File: src/rtl/if_stage.sv
// Instruction-fetch stage: PC register, direct-mapped one-word-per-line I-cache,
// byte-serial miss refill over the memory-controller port, and IF/ID presentation.
module if_stage #(
    parameter int          ICACHE_IDX_W = 6,
    parameter logic [31:0] RESET_PC     = 32'h0
) (
    input  logic        clk,
    input  logic        rst,
    input  logic [4:0]  stall_in,
    input  logic        jump_or_not,
    input  logic [31:0] jump_target,
    input  logic [7:0]  mem_data_in,
    input  logic        mem_valid_in,
    output logic        mem_req_out,
    output logic [31:0] mem_addr_out,
    output logic [31:0] pc_out_to_if_id,
    output logic [31:0] inst_out_to_if_id,
    output logic        if_stall_req
);
    localparam int LINES = 1 << ICACHE_IDX_W;
    localparam int TAG_W = 32 - ICACHE_IDX_W - 2;

    typedef enum logic [1:0] {IDLE, FETCH, HOLD} state_t;

    state_t state, state_n;
    logic [31:0] pc, pc_n;
    logic [31:0] pc_out_n, inst_out_n, mem_addr_n;
    logic        mem_req_n, if_stall_n;
    logic [1:0]  byte_cnt, byte_cnt_n;
    logic [23:0] fill_buf, fill_buf_n;
    logic [31:0] hold_word, hold_word_n;

    logic [31:0]      cache_data [LINES];
    logic [TAG_W-1:0] cache_tag  [LINES];
    logic [LINES-1:0] cache_valid;

    logic [ICACHE_IDX_W-1:0] pc_idx;
    logic [TAG_W-1:0]        pc_tag;
    logic                    hit, stall_if, last_byte, cache_we;
    logic [31:0]             fill_word;
    logic                    unused_ok;

    assign pc_idx    = pc[ICACHE_IDX_W+1:2];
    assign pc_tag    = pc[31:ICACHE_IDX_W+2];
    assign hit       = cache_valid[pc_idx] && (cache_tag[pc_idx] == pc_tag);
    assign stall_if  = stall_in[0];
    assign last_byte = (state == FETCH) && mem_valid_in && (byte_cnt == 2'd3);
    assign fill_word = {mem_data_in, fill_buf};
    // An aborted (jump) or reset fetch never reaches the cache.
    assign cache_we  = last_byte && !jump_or_not && !rst;
    assign unused_ok = ^stall_in[4:1];

    always_ff @(posedge clk) begin
        if (rst) state <= IDLE;
        else     state <= state_n;
    end

    always_comb begin
        state_n = state;
        if (jump_or_not) begin
            state_n = IDLE;
        end else begin
            case (state)
                IDLE:    if (!stall_if && !hit) state_n = FETCH;
                FETCH:   if (last_byte) state_n = stall_if ? HOLD : IDLE;
                HOLD:    if (!stall_if) state_n = IDLE;
                default: state_n = IDLE;
            endcase
        end
    end

    always_comb begin
        pc_n        = pc;
        pc_out_n    = pc_out_to_if_id;
        inst_out_n  = inst_out_to_if_id;
        mem_req_n   = mem_req_out;
        mem_addr_n  = mem_addr_out;
        if_stall_n  = if_stall_req;
        byte_cnt_n  = byte_cnt;
        fill_buf_n  = fill_buf;
        hold_word_n = hold_word;
        if (jump_or_not) begin
            pc_n       = jump_target & ~32'h3;
            pc_out_n   = '0;
            inst_out_n = '0;
            mem_req_n  = 1'b0;
            if_stall_n = 1'b0;
            byte_cnt_n = '0;
        end else begin
            case (state)
                IDLE: if (!stall_if) begin
                    if (hit) begin
                        pc_out_n   = pc;
                        inst_out_n = cache_data[pc_idx];
                        pc_n       = pc + 32'd4;
                    end else begin
                        pc_out_n   = '0;
                        inst_out_n = '0;
                        mem_req_n  = 1'b1;
                        mem_addr_n = pc;
                        if_stall_n = 1'b1;
                        byte_cnt_n = '0;
                    end
                end
                FETCH: if (mem_valid_in) begin
                    mem_addr_n = mem_addr_out + 32'd1;
                    byte_cnt_n = byte_cnt + 2'd1;
                    case (byte_cnt)
                        2'd0: fill_buf_n[7:0]   = mem_data_in;
                        2'd1: fill_buf_n[15:8]  = mem_data_in;
                        2'd2: fill_buf_n[23:16] = mem_data_in;
                        default: begin
                            mem_req_n  = 1'b0;
                            if_stall_n = 1'b0;
                            if (stall_if) begin
                                hold_word_n = fill_word;
                            end else begin
                                pc_out_n   = pc;
                                inst_out_n = fill_word;
                                pc_n       = pc + 32'd4;
                            end
                        end
                    endcase
                end
                HOLD: if (!stall_if) begin
                    pc_out_n   = pc;
                    inst_out_n = hold_word;
                    pc_n       = pc + 32'd4;
                end
                default: ;
            endcase
        end
    end

    always_ff @(posedge clk) begin
        if (rst) begin
            pc                <= RESET_PC;
            pc_out_to_if_id   <= '0;
            inst_out_to_if_id <= '0;
            mem_req_out       <= 1'b0;
            mem_addr_out      <= '0;
            if_stall_req      <= 1'b0;
            byte_cnt          <= '0;
        end else begin
            pc                <= pc_n;
            pc_out_to_if_id   <= pc_out_n;
            inst_out_to_if_id <= inst_out_n;
            mem_req_out       <= mem_req_n;
            mem_addr_out      <= mem_addr_n;
            if_stall_req      <= if_stall_n;
            byte_cnt          <= byte_cnt_n;
        end
    end

    always_ff @(posedge clk) begin
        fill_buf  <= fill_buf_n;
        hold_word <= hold_word_n;
    end

    // Only the valid bits carry reset; tags and data are qualified by them.
    always_ff @(posedge clk) begin
        if (rst)           cache_valid         <= '0;
        else if (cache_we) cache_valid[pc_idx] <= 1'b1;
    end

    always_ff @(posedge clk) begin
        if (cache_we) begin
            cache_data[pc_idx] <= fill_word;
            cache_tag[pc_idx]  <= pc_tag;
        end
    end
endmodule
File: config.mk
export PLATFORM = sky130hd
export DESIGN_NAME = if_stage
export DESIGN_NICKNAME = d
export VERILOG_FILES = /design/src/rtl/if_stage.sv
export SDC_FILE = /design/constraint.sdc
export NUM_CORES = 2
export LEC_CHECK = 0
export CAP_MARGIN = 20
export CORE_MARGIN = 8
export CORE_UTILIZATION = 40
export CTS_CLUSTER_SIZE = 16
export DETAILED_ROUTE_END_ITERATION = 12
export SYNTH_ARGS = -nofsm -noshare
export SYNTH_HDL_FRONTEND = slang
export SYNTH_SLANG_ARGS = --single-unit
File: constraint.sdc
create_clock -name clk -period 9.4 [get_ports clk]
set_clock_uncertainty 0.05 [all_clocks]
set_input_delay 1.41 -clock clk [delete_from_list [all_inputs] [get_ports clk]]
set_output_delay 1.41 -clock clk [all_outputs]
set_load 0.005 [all_outputs]
==> out/qor.csv <==
stage,metric,value,unit
setup_path,arrival,7570,ps
clocking,clk_path_buf_depth,4,
clocking,htreeDepth,5,
sta,setup_viol,0,
detailed_routing,drt_iter0_drc,12500,
hold_path,hold_class,reg2reg,
synth,ys_top_cells_by_area,"edfxtp_1, mux4_2, dfxtp_1, mux2i_1, a22oi_1",
detailed_routing,detail_route.first_pass.iterations,5,
synth,ys_async_sr_fraction,0,%
final_layout,fillCellCount,30800,
synth,synth_top_area_cell,edfxtp_1,
floorplanning,dieArea,392000,µm²
floorplanning,num_io_pins,147,
setup_path,cp-end-kind,register,
synth,synth_compound_area_share,3.53,%
synth,yosys.area_share.adder,0.0925,%
synth,synth_xor_area_share,0.171,%
synth,synth_mux_area_share,16.0,%
synth,yosysTopAreaCellShare,73.5,%
grt,grt_max_degree,148,
floorplanning,core,371000,µm²
setup_path,crit_cells,14,
clocking,clk_pin_slew,60,ps
setup_path,rr_worst_depth,14,
final_layout,drive_gt1_share,23.9,%
grt,grt_pass1_vias,76300,
sta,maxSlewViolCount,0,
floorplanning,start_util,40.1,%
setup_path,endpoint,mem_addr_out[5]$_SDFFE_PP0P_,
run_status,status,completed,
synth,yosysWarningCount,0,
sta,rsz0062_at_grt,false,
setup_path,cpMaxStageDelayCell,o21ai_4,
detailed_routing,drc,0,
clocking,clock_sinks,3839,
placed_design,place.gp.congestion,0.836,
floorplanning,rows,224,
synth,syn_area,149000,µm²
synth,synth_edf_count,3640,
sta,report.final.hold_viol_count,0,
final_layout,final_util,45.7,%
setup_path,worst-path-max-fanout,77,
synth,ys_seq_elements,3839,
setup_path,reg2reg_slack,2630,ps
setup_path,critPathTopFamily,compound AO/OA/AOI/OAI gates,
clocking,cts_hold_buf,0,
pwr,vdd_ir_drop_max,0.159,mV
detailed_routing,wl_per_cell,35.1,µm
clocking,cts_buffers,385,
floorplanning,fp.dieW,626,µm
clocking,clk_latency,980,ps
sta,post-route-period-util,72.1,%
pwr,power_density,212,nW/µm²
pwr,cellLeakagePower,51.8,nW
sta,whs,406,ps
pwr,totalPowerFinal,0.0360,W
sta,timing.final.ws_setup,2630,ps
setup_path,cp-start-kind,register,
setup_path,required,10200,ps
placed_design,place_ws,2700,ps
final_layout,nNetsFinal,7577,
detailed_routing,vias_per_cell,6.13,
detailed_routing,routed_wl,449,mm
grt,gr-total-overflow,0,
setup_path,cp.buffers_inverters,3,
clocking,root_buffer,clkbuf_16,
setup_path,path_cells,buf_12 -> buf_4 -> mux4_2 -> a22oi_1 -> nand4_1 -> xor2_1 -> mux2i_1 -> nand4_1 -> nor4_4 -> a21oi_2 -> o21ai_4 -> buf_4 -> a21oi_1 -> o32ai_1,
sta,setup_tns,0,ps
clocking,cts_setup_buffers,0,
grt,grt_pass1_wl,617,mm
sta,max-slew-margin-rel,20.1,%
synth,synth_ff_type,edfxtp_1,
setup_path,r2r-end,mem_addr_out[5]$_SDFFE_PP0P_,
sta,max_freq,148,MHz
grt,grt_use_total,22.3,%
placed_design,place.detailed.hpwl,234,mm
flow_run,maxCapViolations,0,
detailed_routing,ant_nets,0,
setup_path,critical_path.max_stage_delay,870,ps
synth,ys_types,86,
synth,syn_avg_cell_area,20.8,µm²
floorplanning,fp.dieH,626,µm
setup_path,crit_type,reg2reg,
clocking,ctsResizeCount,0,
clocking,tritoncts,yes,
grt,antenna_found_initial,16,
synth,ys_seq_area_share,76.1,%
synth,netlist_instances,7150,
synth,synth-simple-area-share,2.59,%
placed_design,port_buffers,138,
detailed_routing,vias,78600,
sta,fin_crit,6770,ps
sta,worstMarginPinSlew,1200,ps
final_layout,areaGrowthSynthToFinish,14.1,%
synth,synth_top_family_by_area,multiplexers,
synth_stat cells, drive strengths merged, types with 31 or more instances:
library cell	instances
o2111ai	37
clkbuf	227
buf	207
o21ai	53
a221o	36
nor2	178
o21a	59
mux4	881
nor3	52
dfxtp	199
mux2i	377
a21oi	159
nand2	230
and3	31
edfxtp	3640
a22oi	155
nand3	136
a211oi	31
cell type report:
type                            count  area (µm²)  area share (%)
Antenna cell                        9        22.5          0.0133
Clock buffer                      511       10400            6.14
Clock inverter                    195        1930            1.14
Inverter                           27         111          0.0656
Multi-Input combinational cell   2851       33900            20.0
Sequential cell                  3839      113000            66.7
Tap cell                         4972        6220            3.66
Timing Repair Buffer              413        3890            2.29
report_power, final:
part | leakage [nW] | switching (W) | internal, W | total [W]
registers | 34.5 | 0.0000739 | 0.0186 | 0.0187
logic | 11.3 | 0.00125 | 0.000843 | 0.00209
clock network | 6.02 | 0.00655 | 0.00862 | 0.0152
worst min-delay path by stage:
stage / from / to / cells past startpoint
2_1_floorplan: cache_valid[61]$_SDFFE_PP0P_ / cache_valid[61]$_SDFFE_PP0P_ / 2
3_3_place_gp: cache_valid[20]$_SDFFE_PP0P_ / cache_valid[20]$_SDFFE_PP0P_ / 1
3_5_place_dp: cache_valid[6]$_SDFFE_PP0P_ / cache_valid[6]$_SDFFE_PP0P_ / 1
4_1_cts: inst_out_to_if_id[24]$_SDFFE_PP0P_ / inst_out_to_if_id[24]$_SDFFE_PP0P_ / 2
5_1_grt: inst_out_to_if_id[24]$_SDFFE_PP0P_ / inst_out_to_if_id[24]$_SDFFE_PP0P_ / 2
6_report: pc_out_to_if_id[16]$_SDFFE_PP0P_ / pc_out_to_if_id[16]$_SDFFE_PP0P_ / 2
metal layers:
| layer | routed length (µm) | GRT usage (%) |
|---|---|---|
| met5 | 34 | 0 |
| met4 | 14400 | 6.44 |
| met3 | 45500 | 4.19 |
| met2 | 210000 | 35.3 |
| met1 | 179000 | 31.8 |
cells by family after synthesis:
logic type,after synthesis
AO/OA/AOI/OAI,734
AND/OR/NAND/NOR,799
flip-flops,3839
XOR/XNOR,29
adder cells (fa/ha/maj),11
other,1
multiplexers,1276
buffers and inverters,461
cell usage in the layout, fill, tap and decap left out, drive strengths merged, types with 136 or more instances in the layout:
cell type	instances
nand3	136
a21oi	159
clkbuf	511
nand2	230
dfxtp	199
mux4	881
clkinv	142
mux2i	377
buf	284
nor2	178
a22oi	155
edfxtp	3640
state kept, by name, indices dropped and copies added (netlist names), named ones only:
name / count
byte_cnt: 2
cache_data: 2048
cache_tag: 1536
cache_valid: 64
fill_buf: 24
hold_word: 32
if_stall_req: 1
inst_out_to_if_id: 32
mem_addr_out: 32
pc: 30
pc_out_to_if_id: 30
state: 2
worst reg2reg max path, cell delays in order (launching register included):
cell	delay [ps]
dfxtp_4	730
buf_12	610
buf_4	810
mux4_2	600
a22oi_1	410
nand4_1	210
xor2_1	190
mux2i_1	610
nand4_1	300
nor4_4	470
a21oi_2	190
o21ai_4	870
buf_4	410
a21oi_1	70
o32ai_1	150
per-stage QoR:
step,std cells,area (µm²)
detailed placement,12100,157000
finish,12800,170000
global route,12800,170000
CTS,12800,170000
floorplan,7151,149000
global placement,12100,157000
(Power assumes the default switching activity.)
